<file path="src/rtl/fpu_pkg.sv">
// Shared types for the fpu request front-end: opcodes, control states and
// the request/result words carried through the FIFOs.
package fpu_pkg;

  typedef enum logic [1:0] {
    ADD = 2'b00,
    SUB = 2'b01,
    MUL = 2'b10,
    DIV = 2'b11
  } fpu_op_t;

  typedef enum logic [1:0] {
    IDLE,
    ACTIVE,
    DRAIN
  } state_t;

  typedef struct packed {
    logic [31:0] a;
    logic [31:0] b;
    fpu_op_t     op;
  } fpu_req_t;

  typedef struct packed {
    logic [31:0] data;
    fpu_op_t     op;
  } fpu_res_t;

endpackage

</file>
<file path="src/rtl/sync_fifo.sv">
// Synchronous FIFO with extra-MSB pointers; push while full is accepted
// only when a pop frees the slot in the same cycle.
module sync_fifo #(
  parameter int unsigned WIDTH = 8,
  parameter int unsigned DEPTH = 4
) (
  input  logic                     clk,
  input  logic                     reset,
  input  logic                     clear,
  input  logic                     push,
  input  logic                     pop,
  input  logic [WIDTH-1:0]         din,
  output logic [WIDTH-1:0]         dout,
  output logic                     full,
  output logic                     empty,
  output logic [$clog2(DEPTH):0]   count
);

  localparam int unsigned AW = $clog2(DEPTH);

  logic [WIDTH-1:0] mem [DEPTH];
  logic [AW:0]      wrPtr;
  logic [AW:0]      rdPtr;
  logic             doPush;
  logic             doPop;

  assign empty  = (wrPtr == rdPtr);
  assign full   = (wrPtr[AW] != rdPtr[AW]) && (wrPtr[AW-1:0] == rdPtr[AW-1:0]);
  assign count  = wrPtr - rdPtr;
  assign doPop  = pop && !empty;
  assign doPush = push && (!full || doPop);
  assign dout   = mem[rdPtr[AW-1:0]];

  always_ff @(posedge clk) begin
    if (reset || clear) begin
      wrPtr <= '0;
      rdPtr <= '0;
    end else begin
      if (doPush) wrPtr <= wrPtr + 1'b1;
      if (doPop)  rdPtr <= rdPtr + 1'b1;
    end
  end

  always_ff @(posedge clk) begin
    if (doPush) mem[wrPtr[AW-1:0]] <= din;
  end

endmodule

</file>
<file path="src/rtl/fpu_issue_ctrl.sv">
// Request front-end for the fixed-latency fpu: input FIFO, credit-checked
// issue, in-flight valid/opcode pipeline and result FIFO.
module fpu_issue_ctrl
  import fpu_pkg::*;
#(
  parameter int unsigned FPU_LATENCY = 3,
  parameter int unsigned IN_DEPTH    = 4,
  parameter int unsigned OUT_DEPTH   = 4
) (
  input  logic        clk,
  input  logic        reset,
  input  logic        flush,
  input  logic        in_valid,
  output logic        in_ready,
  input  logic [31:0] in_a,
  input  logic [31:0] in_b,
  input  logic [1:0]  in_op,
  output logic [31:0] fpu_a,
  output logic [31:0] fpu_b,
  output logic [1:0]  fpu_opcode,
  input  logic [31:0] fpu_o,
  output logic        out_valid,
  input  logic        out_ready,
  output logic [31:0] out_data,
  output logic [1:0]  out_op,
  output logic        busy
);

  localparam int unsigned CW = $clog2(OUT_DEPTH + FPU_LATENCY + 1) + 1;

  state_t   state;
  state_t   stateNext;

  fpu_req_t inReq;
  fpu_req_t inHead;
  logic     inFull;
  logic     inEmpty;
  logic [$clog2(IN_DEPTH):0] inCount;
  logic     inPush;

  fpu_res_t outRes;
  fpu_res_t outHead;
  logic     outFull;
  logic     outEmpty;
  logic [$clog2(OUT_DEPTH):0] outCount;
  logic     outPush;
  logic     outPop;

  logic [FPU_LATENCY-1:0] pipeValid;
  fpu_op_t                pipeOp [FPU_LATENCY];
  logic                   pipeEmpty;
  logic [CW-1:0]          inflight;
  logic                   issue;

  assign inReq    = '{a: in_a, b: in_b, op: fpu_op_t'(in_op)};
  assign in_ready = !reset && !inFull && (state != DRAIN);
  assign inPush   = in_valid && in_ready;

  assign pipeEmpty = !(|pipeValid);
  assign outPush   = pipeValid[FPU_LATENCY-1];
  assign outRes    = '{data: fpu_o, op: pipeOp[FPU_LATENCY-1]};
  assign out_valid = !outEmpty;
  assign outPop    = out_ready && out_valid;
  assign out_data  = outEmpty ? '0 : outHead.data;
  assign out_op    = outEmpty ? '0 : outHead.op;
  assign busy      = (state != IDLE);

  sync_fifo #(
    .WIDTH($bits(fpu_req_t)),
    .DEPTH(IN_DEPTH)
  ) inFifo (
    .clk   (clk),
    .reset (reset),
    .clear (flush),
    .push  (inPush),
    .pop   (issue),
    .din   (inReq),
    .dout  (inHead),
    .full  (inFull),
    .empty (inEmpty),
    .count (inCount)
  );

  sync_fifo #(
    .WIDTH($bits(fpu_res_t)),
    .DEPTH(OUT_DEPTH)
  ) outFifo (
    .clk   (clk),
    .reset (reset),
    .clear (1'b0),
    .push  (outPush),
    .pop   (outPop),
    .din   (outRes),
    .dout  (outHead),
    .full  (outFull),
    .empty (outEmpty),
    .count (outCount)
  );

  // Credit counts every in-flight op plus registered output occupancy, so a
  // result leaving the pipeline always finds a free output slot.
  always_comb begin
    inflight = '0;
    for (int unsigned i = 0; i < FPU_LATENCY; i++) begin
      inflight = inflight + CW'(pipeValid[i]);
    end
    issue = !inEmpty && (state == ACTIVE) && !flush &&
            ((CW'(outCount) + inflight) < CW'(OUT_DEPTH));
  end

  // A push landing in the same cycle keeps ACTIVE, otherwise the entry
  // would sit in the FIFO with the FSM parked in IDLE.
  always_comb begin
    stateNext = state;
    unique case (state)
      IDLE:    if (inPush) stateNext = ACTIVE;
      ACTIVE:  if (inEmpty && pipeEmpty && !inPush) stateNext = IDLE;
      DRAIN:   if (pipeEmpty) stateNext = IDLE;
      default: stateNext = IDLE;
    endcase
    if (flush) stateNext = DRAIN;
  end

  always_ff @(posedge clk) begin
    if (reset) begin
      state      <= IDLE;
      pipeValid  <= '0;
      fpu_a      <= '0;
      fpu_b      <= '0;
      fpu_opcode <= '0;
      for (int unsigned i = 0; i < FPU_LATENCY; i++) pipeOp[i] <= ADD;
    end else begin
      state        <= stateNext;
      pipeValid[0] <= issue;
      pipeOp[0]    <= inHead.op;
      for (int unsigned i = 1; i < FPU_LATENCY; i++) begin
        pipeValid[i] <= pipeValid[i-1];
        pipeOp[i]    <= pipeOp[i-1];
      end
      if (issue) begin
        fpu_a      <= inHead.a;
        fpu_b      <= inHead.b;
        fpu_opcode <= inHead.op;
      end
    end
  end

  aOutNoOverflow: assert property (@(posedge clk) disable iff (reset)
    outPush |-> (!outFull || outPop));
  aInCountRange: assert property (@(posedge clk) disable iff (reset)
    32'(inCount) <= IN_DEPTH);

endmodule
</file>
<file path="config.mk">
export PLATFORM = sky130hd
export DESIGN_NAME = fpu_issue_ctrl
export DESIGN_NICKNAME = d
export VERILOG_FILES = /design/src/rtl/fpu_pkg.sv /design/src/rtl/sync_fifo.sv /design/src/rtl/fpu_issue_ctrl.sv
export SDC_FILE = /design/constraint.sdc
export NUM_CORES = 1
export LEC_CHECK = 0
export ABC_AREA = 0
export BUFFER_PORTS_ARGS = -buffer_cell sky130_fd_sc_hd__buf_2
export CORE_MARGIN = 2
export CORE_UTILIZATION = 52
export CTS_CLUSTER_DIAMETER = 60
export DETAILED_ROUTE_END_ITERATION = 7
export PLACE_DENSITY_LB_ADDON = 0.08
export SLEW_MARGIN = 20
export SYNTH_ARGS = -nofsm -noshare
export SYNTH_HDL_FRONTEND = slang
export SYNTH_SLANG_ARGS = --single-unit
</file>
<file path="constraint.sdc">
create_clock -name clk -period 3.1 [get_ports clk]
set_input_delay 0.62 -clock clk [delete_from_list [all_inputs] [get_ports clk]]
set_output_delay 0.62 -clock clk [all_outputs]
set_load 0.01 [all_outputs]
</file>
# Yosys cells after proc, flatten, opt, wreduce, memory -nomap -nowiden

Memories as Yosys holds them, arrays and structs flattened. A register that Yosys moved wholly into a read port is not among the register bits.
Index checks and enable logic that the tools add are counted.

Add/sub/neg operators: 8
Bitwise gates (word level): 3
Magnitude comparators: 1
Multiplexer cells: 21
$mul: 0
Equality and inequality tests: 15
Div/mod/pow operators: 0
Shift-type cells: 0
Reduce and logical (&&, ||, !) cells: 32

Operators with widths:

| kind                  | number |
|---|---|
| $mux W32              | 1 |
| $mux W2               | 12 |
| $logic_and A1 B1 Y1   | 15 |
| $add A3 B1 Y3 const B | 4 |
| $logic_not A1 Y1      | 8 |
| $mux W1               | 7 |
| $eq A3 B3 Y1          | 2 |
| $ne A3 B2 Y1 const B  | 2 |
| $pmux W2 S3           | 1 |
| $reduce_and A3 Y1     | 2 |
| $add A3 B3 Y4         | 1 |
| $eq A2 B2 Y1          | 2 |
| $lt A4 B3 Y1 const B  | 1 |
| $ne A2 B1 Y1 const B  | 2 |
| $ne A2 B2 Y1 const B  | 2 |
| $add A2 B1 Y3         | 1 |
| $logic_or A1 B1 Y1    | 3 |
| $ne A3 B3 Y1 const B  | 1 |
| $or A1 B1 Y1          | 3 |
| $reduce_or A3 Y1      | 1 |
| $sub A3 B3 Y3         | 1 |
| $add A1 B1 Y2         | 1 |
| $eq A2 B1 Y1 const B  | 1 |
| $eq A2 B2 Y1 const B  | 1 |
| other kinds (4)       | 5 |

Memory bits (read-only): 0
Register bits after elaboration: 83
Latch bits: 0
Memories: 3
Memory bits (writable): 406
Output and inout bits: 103
Input port bits: 103

Memories:

| name        | words | bits a word | read ports | clocked after memory_dff | write ports | RTL line             | text |
|---|---|---|---|---|---|---|---|
| inFifo.mem  | 4     | 66          | 1          | 1                        | 1           | sync_fifo.sv:21      | `logic [WIDTH-1:0] mem [DEPTH];` |
| outFifo.mem | 4     | 34          | 1          | 1                        | 1           | sync_fifo.sv:21      |  |
| pipeOp      | 3     | 2           | 3          | 0                        | 3           | fpu_issue_ctrl.sv:50 | `fpu_op_t pipeOp [FPU_LATENCY];` |

# Logic depth before layout (Yosys ltp)

Gate-level depths: netlist (run 1).

Depth after elaboration: 11
Depth in mapped cells: 12

# Modules after synthesis

Synthesis (run 1) repeated with hierarchy kept, for this count alone.

Cell total of the unflattened synthesis: 1007
Area total of the unflattened synthesis: 19080.8 um^2

Modules (own cells, without submodules):

| module              | cells an instance | times used | seq. area each (um^2) | area an instance (um^2) |
|---|---|---|---|---|
| sync_fifo (inFifo)  | 403               | 1          | 8087.8                | 10019.6 |
| sync_fifo (outFifo) | 237               | 1          | 4244.1                | 5415.2 |
| fpu_issue_ctrl      | 367               | 1          | 1541.5                | 3646.0 |

# Least setup slack after synthesis (run 1)

OpenSTA, ideal clock, no wires.

Path type: input to register
Start: input reset
End: memory inFifo.mem[3][0] in the netlist's numbering (enable)
Data required time: 2.668 ns
Slack: -0.151 ns
Setup time: 0.432 ns
Arrival: 2.819 ns
Stages on the path: 2
Path through: a311oi_2 > and3_1

Word-level cells in the longest chain between the ends: 7

Ends and longest elaborated chain:

| what                              | RTL line             | text |
|---|---|---|
| start: declaration                | fpu_issue_ctrl.sv:11 | `input logic reset,` |
| $logic_not A1 Y1                  | fpu_issue_ctrl.sv:56 | `assign in_ready = !reset && !inFull && (state != DRAIN);` |
| $logic_and A1 B1 Y1 (2 in series) | fpu_issue_ctrl.sv:56 |  |
| $logic_and A1 B1 Y1               | fpu_issue_ctrl.sv:57 | `assign inPush = in_valid && in_ready;` |
| $logic_and A1 B1 Y1               | sync_fifo.sv:31      | `assign doPush = push && (!full \|\| doPop);` |
| $mux W1                           | sync_fifo.sv:45      | `if (doPush) mem[wrPtr[AW-1:0]] <= din;` |
| $mux W1 (not written as such)     | sync_fifo.sv:45      |  |
| end: declaration                  | sync_fifo.sv:21      |  |

Every way passes these cells.

# Worst setup path after layout (run 1)

Start: register outFifo.wrPtr[0]
End: output out_op[0]

Word-level cells in the longest chain between the ends: 2

Ends and longest elaborated chain:

| what                     | RTL line             | text |
|---|---|---|
| start: declaration       | sync_fifo.sv:22      | `logic [AW:0] wrPtr;` |
| start signal: assignment | sync_fifo.sv:39      | `if (doPush) wrPtr <= wrPtr + 1'b1;` |
| $eq A3 B3 Y1             | sync_fifo.sv:27      | `assign empty = (wrPtr == rdPtr);` |
| $mux W2                  | fpu_issue_ctrl.sv:65 | `assign out_op = outEmpty ? '0 : outHead.op;` |
| end: declaration         | fpu_issue_ctrl.sv:25 | `output logic [1:0] out_op,` |

Every way passes these cells.

==> flow_metrics.py, run 1 <==
metrics = {
    "yosys": {
        "postSynthCellCount": 994,
        "ys_seq_area_share_pct": 75.5,
        "yosysTopAreaCell": "edfxtp_1",
        "synth_cell_types": 39,
        "yosys_warnings": 0,
        "synth_most_common_cell": "edfxtp_1",
        "synthTopCellsByArea": "edfxtp_1, mux4_2, dfxtp_1",
        "ys.flop_type": "edfxtp_1",
        "synthArstFlopShare_pct": 0,
        "syn_nets": 1112,
        "synth_edf_count": 400,
        "avgSynthCellArea_um2": 18.5,
        "synthTopCellsByCount": "edfxtp_1, mux4_2, dfxtp_1",
        "synth-seq-cells": 493,
        "synthesis.area_um2": 18400,
        "synth_top_area_share_pct": 65.3,
    },
    "power": {
        "internal_power_w": 0.0103,
        "p_sw_share_pct": 19.5,
        "static-leakage-power_nw": 7.31,
        "peakVddDrop_mv": 0.483,
        "p_seq_share_pct": 56.3,
        "clockPowerShare_pct": 41.5,
        "p_total_w": 0.0128,
        "p_switching_w": 0.00250,
        "power_density_nw_per_um2": 592,
        "pwr-share-comb_pct": 2.2,
    },
    "clock_network": {
        "cts.path.max_buffers": 3,
        "cts_tree": "done",
        "ctsHoldBuffers": 0,
        "numCtsBuffers": 48,
        "insertion_delay_ns": 0.56,
        "post_cts_buffers": 0,
        "ctsResizeCount": 0,
        "clock_sinks": 493,
        "ctsRootBufferMaster": "clkbuf_16",
        "clk_pin_slew_ns": 0.06,
        "ctsHtreeMaxLevel": 2,
    },
    "grt": {
        "grt_max_degree": 70,
        "grt_antenna_before_repair": 7,
        "grt_pass1_wl_mm": 55.6,
        "grt_usage_pct": 20.0,
        "gr-total-overflow": 0,
        "grt_pass1_vias": 9793,
    },
    "sta": {
        "finalCriticalPeriod_ns": 2.80,
        "worstMarginPinSlew_ns": 0.782,
        "finClkSkew_ns": 0.0236,
        "max_freq_ghz": 0.357,
        "maxSlewViolCount": 0,
        "max_slew_margin_pct": 47.9,
        "hold_viol": 0,
        "rsz0062_at_grt": "false",
        "fin_setup_tns_ns": 0,
        "post-route-period-util_pct": 90.2,
        "finalSetupViolCount": 0,
    },
    "critical_path": {
        "cp_top_family": "buffers and inverters",
        "rr_worst_depth": 10,
        "cp_slowest_stage_delay_ns": 0.39,
        "worstPathArrival_ns": 2.18,
        "path_class": "flop to primary output",
        "crit_buf_inv": 3,
        "crit_fanout": 35,
        "endpoint_kind": "primary output",
        "critical_path_required_ns": 2.48,
        "worstSetupStartpointType": "flop",
        "slowest_stage": "dfxtp_1",
        "path_cells": "inv_1 > ha_1 > nand2_1 > nor2_2 > buf_12 > nor2b_1 > buf_2",
        "crit_cells": 7,
    },
    "floorplanning": {
        "dieHeight_um": 192,
        "die_w_um": 192,
        "std_cell_rows": 68,
        "die_area_um2": 36900,
        "core_um2": 34700,
        "start_util_pct": 53.0,
        "io_pins": 206,
    },
    "layout": {
        "layout.nets": 1333,
        "num-fill-cells": 2556,
        "post-route-util_pct": 62.3,
        "area_delta_synth_final_pct": 17.6,
        "drive_gt1_share_pct": 33.7,
        "seq_area_um2": 13900,
        "multiInputGateArea_um2": 4210,
    },
    "placed_design": {
        "dp_hpwl_mm": 21.7,
        "numPortBuffers": 205,
        "place.gp.congestion": 0.719,
    },
    "hold_path": {
        "worstHoldPathType": "input port to flop",
        "hold_depth": 1,
    },
    "detailed_routing": {
        "wl_met3_mm": 2.49,
        "drt_iter0_drc": 576,
        "vias": 9605,
        "wl_per_cell_um": 21.3,
        "wirelength_mm": 36.5,
        "highest_layer": "met5",
        "wl_met1_mm": 14.8,
        "ant_nets": 0,
        "wl_met2_mm": 18.4,
        "drt_first_pass_iters": 5,
        "drc_errors": 0,
        "routed_via_density": 5.61,
    },
    "flow_run": {
        "maxCapViolations": 0,
    },
    "run_status": {
        "outcome": "finished clean",
    },
}
## worst reg2reg max path, stage by stage (launching register included)
cell and delay (ns):
dfxtp_1 0.39, inv_1 0.10, ha_1 0.30, inv_1 0.05
fa_1 0.36, ha_1 0.21, nor4b_2 0.26, and3_2 0.26
buf_12 0.33, a31oi_1 0.16, a41o_1 0.23
## flip-flops by register name (all words and copies together) (netlist names), named ones only
name	cells
fpu_a	32
fpu_b	32
fpu_opcode	2
inFifo.mem	264
inFifo.rdPtr	3
inFifo.wrPtr	3
outFifo.mem	136
outFifo.rdPtr	3
outFifo.wrPtr	3
pipeOp	6
pipeValid	3
state	2
## layout make-up
type,count,share of cell area (%)
sequential,493,64.2
multi-input combinational,426,19.5
timing repair buffer,237,6.80
clock buffer,67,6.17
tap,455,2.63
clock inverter,20,0.481
inverter,9,0.156
antenna,4,0.0463
## path summary, 6_finish.rpt
kind                    startpoint                end  slack, ns
setup / recovery  outFifo.wrPtr[0]          out_op[0]       0.30
setup reg to reg  outFifo.wrPtr[0]    inFifo.rdPtr[2]       0.34
hold / removal            in_a[19]  inFifo.mem[2][53]       0.28
hold reg to reg       pipeOp[0][1]       pipeOp[0][3]       0.43
## routing by layer
layer	vias to the layer above	global-route usage (%)
li1	4387	-
met1	4898	25.5
met2	250	34.5
met3	62	4.57
met4	8	5.75
met5	-	0
## logic make-up (layout without fill, tap and decap cells)
| kind of cell | after synthesis | after routing | share of synthesized area, % |
|---|---|---|---|
| simple gates | 149 | 149 | 4.46 |
| fa+ha+maj | 15 | 15 | 1.10 |
| buf+inv | 75 | 333 | 1.78 |
| other cells | 0 | 4 | 0 |
| mux | 102 | 102 | 12.4 |
| xor+xnor | 10 | 10 | 0.565 |
| flops | 493 | 493 | 75.5 |
| compound gates | 150 | 150 | 4.25 |
## power by group through the flow
| stage | registers, W | clock network [W] | logic, W |
|---|---|---|---|
| floorplan | 0.00735 | 0 | 0.000103 |
| detailed placement | 0.00735 | 0 | 0.000280 |
| finish | 0.00721 | 0.00531 | 0.000278 |
| global placement | 0.00735 | 0 | 0.000270 |
| global route | 0.00721 | 0.00568 | 0.000305 |
| CTS | 0.00721 | 0.00544 | 0.000281 |
## through the flow
step           hold slack (ns)  instances  worst slack, ns  area (um2)
2_1_floorplan            0.414        994            0.581       18400
3_3_place_gp             0.417       1620            0.393       20200
3_5_place_dp             0.420       1620            0.337       20200
4_1_cts                  0.245       1707            0.229       21600
5_1_grt                  0.255       1709            0.113       21600
6_report                 0.275       1711            0.303       21600
## layout by cell type (no fill, tap or decap), types with 2 or more instances in the layout
cell type,count
nand3_1,68
and2_2,3
dfxtp_4,2
or2_2,2
edfxtp_1,400
diode_2,4
clkinv_1,7
clkinvlp_4,2
ha_1,13
nor2b_1,43
and3_4,4
clkbuf_1,14
inv_1,9
or3_1,2
o21ai_1,11
nand4_1,3
o21ai_0,61
dfxtp_1,90
buf_4,17
nand2_1,5
clkbuf_8,4
inv_6,2
clkinv_2,9
a21oi_1,70
xor2_1,5
mux4_2,100
nor2_1,11
mux2i_1,2
fa_1,2
buf_12,16
buf_2,204
xnor2_1,4
clkbuf_16,49
Note: power is estimated with default switching activity, not from simulation.
==> run 2: changes to the inputs <==
==> constraint.sdc (replaced) <==
create_clock -name clk -period 3.1 [get_ports clk]
set_input_delay 0 -clock clk [delete_from_list [all_inputs] [get_ports clk]]
set_output_delay 0 -clock clk [all_outputs]
set_load 0.01 [all_outputs]
==> run 2 against run 1 <==
Compared with the run above: final area rose by 5.6%; clock skew up 0.0016 ns; combinational power grew 38%; non-clock buffer count up 102; largest cell class unchanged; setup slack better by 0.099 ns; hold slack lost 0.11 ns; critical path type is now flop to flop; global-route usage grew 1.4 points; critical endpoint is now inFifo.rdPtr[2]; register-to-register slack improved by 0.06 ns; core utilization up 3.5 points; clock power is 12% higher; via count up 4.3%; first-iteration DRC count increased by 9.4%.
==> flow_metrics.py, run 2 (synthesis results as in run 1) <==
metrics = {
    "floorplanning": {
        "die_area_um2": 36900,
        "start_util_pct": 53.0,
        "core_um2": 34700,
        "dieHeight_um": 192,
        "io_pins": 206,
        "std_cell_rows": 68,
        "die_w_um": 192,
    },
    "critical_path": {
        "crit_fanout": 48,
        "crit_buf_inv": 3,
        "r2r-start": "outFifo.wrPtr[0]",
        "reg2reg_to": "inFifo.rdPtr[2]",
        "cp_top_family": "adder cells",
        "critical_path_required_ns": 3.58,
        "worstSetupStartpointType": "flop",
        "path_class": "flop to flop",
        "worstPathArrival_ns": 3.18,
        "path_cells": "inv_1 > ha_1 > inv_1 > fa_1 > ha_1 > nor4b_2 > and3_2 > buf_12 > a31oi_1 > a41o_1",
        "endpoint_kind": "flop",
        "rr_worst_depth": 10,
        "cp_slowest_stage_delay_ns": 0.39,
        "slowest_stage": "dfxtp_1",
        "r2r_setup_slack_ns": 0.40,
    },
    "layout": {
        "area_delta_synth_final_pct": 24.1,
        "largest_reg_flops": 264,
        "final_cell_mix": "edfxtp_1, buf_2, dlygate4sd3_1",
        "drive_gt1_share_pct": 31.0,
        "post-route-util_pct": 65.7,
        "final_common_cell": "edfxtp_1",
        "layout.nets": 1438,
        "num-fill-cells": 2448,
    },
    "run_status": {
        "outcome": "finished clean",
    },
    "power": {
        "clockPowerShare_pct": 43.8,
        "power_density_nw_per_um2": 593,
        "static-leakage-power_nw": 7.82,
        "p_total_w": 0.0135,
        "pwr-share-comb_pct": 2.8,
        "peakVddDrop_mv": 0.641,
        "p_switching_w": 0.00262,
        "internal_power_w": 0.0109,
        "p_seq_share_pct": 53.3,
        "p_sw_share_pct": 19.4,
    },
    "detailed_routing": {
        "routed_via_density": 5.51,
        "drt_first_pass_iters": 5,
        "wl_per_cell_um": 21.1,
        "drt_iter0_drc": 630,
        "wirelength_mm": 38.3,
        "ant_nets": 0,
        "drc_errors": 0,
        "vias": 10000,
    },
    "flow_run": {
        "maxCapViolations": 0,
    },
    "hold_path": {
        "worstHoldPathType": "input port to flop",
        "worst_hold_path.endpoint": "inFifo.mem[2][55]",
        "hp-start": "in_a[21]",
        "hold_depth": 2,
    },
    "sta": {
        "max_freq_ghz": 0.371,
        "finalCriticalPeriod_ns": 2.70,
        "fin_setup_tns_ns": 0,
        "post-route-period-util_pct": 87.0,
        "maxSlewViolCount": 0,
        "finClkSkew_ns": 0.0251,
        "max_slew_margin_pct": 31.3,
        "fin_hold_ws_ns": 0.162,
        "hold_viol": 0,
        "rsz0062_at_grt": "false",
        "worstMarginPinSlew_ns": 1.03,
        "finalSetupViolCount": 0,
    },
    "clock_network": {
        "ctsHtreeMaxLevel": 2,
        "clk_pin_slew_ns": 0.06,
        "numCtsBuffers": 51,
        "ctsResizeCount": 0,
        "clock_sinks": 493,
        "ctsRootBufferMaster": "clkbuf_16",
        "ctsHoldBuffers": 103,
        "cts_tree": "done",
        "post_cts_buffers": 0,
        "cts.path.max_buffers": 3,
        "insertion_delay_ns": 0.59,
    },
    "grt": {
        "grt_antenna_before_repair": 2,
        "grt_pass1_wl_mm": 59.2,
        "grt_pass1_vias": 10500,
        "gr-total-overflow": 0,
        "grt_usage_pct": 21.4,
        "grt_max_degree": 86,
    },
    "placed_design": {
        "place.gp.congestion": 0.715,
        "numPortBuffers": 205,
        "dp_hpwl_mm": 22.0,
    },
}
run 2: power groups by stage:
| stage | sequential (W) | clock, W | combinational (W) |
|---|---|---|---|
| floorplan | 0.00735 | 0 | 0.000103 |
| global placement | 0.00735 | 0 | 0.000268 |
| detailed placement | 0.00735 | 0 | 0.000277 |
| CTS | 0.00721 | 0.00606 | 0.000385 |
| global route | 0.00721 | 0.00630 | 0.000416 |
| finish | 0.00721 | 0.00593 | 0.000384 |
run 2: metrics by stage:
stage | cells | worst slack (ns) | cell area, um2
floorplan | 994 | 0.613 | 18400
global placement | 1619 | 0.466 | 20100
detailed placement | 1619 | 0.366 | 20100
CTS | 1818 | 0.384 | 22800
global route | 1819 | 0.263 | 22800
finish | 1819 | 0.402 | 22800
run 2: how the worst max path moves through the flow:
stage,startpoint,end,slack [ns],depth (start not counted)
2_1_floorplan,inFifo.wrPtr[0],inFifo.mem[3][0],0.61,3
4_1_cts,outFifo.wrPtr[0],inFifo.rdPtr[2],0.38,10
3_3_place_gp,outFifo.wrPtr[0],inFifo.rdPtr[2],0.47,10
6_report,outFifo.wrPtr[0],inFifo.rdPtr[2],0.40,10
5_1_grt,outFifo.wrPtr[0],inFifo.rdPtr[2],0.26,10
3_5_place_dp,outFifo.wrPtr[0],inFifo.rdPtr[2],0.37,10
run 2: final cells by class:
type	count	area [um2]	share of cell area, %
tap	455	569	2.50
inverter	9	33.8	0.148
clock inverter	23	219	0.960
clock buffer	73	1420	6.22
multi-input combinational	426	4210	18.4
antenna	1	2.50	0.0110
timing repair buffer	339	2480	10.9
sequential	493	13900	60.8
run 2: layer usage:
metal,global-route usage (%),part of all wire [%]
met5,0,0.034
met4,5.73,1.8
met3,5.04,6.8
met2,36.9,51
met1,27.3,41
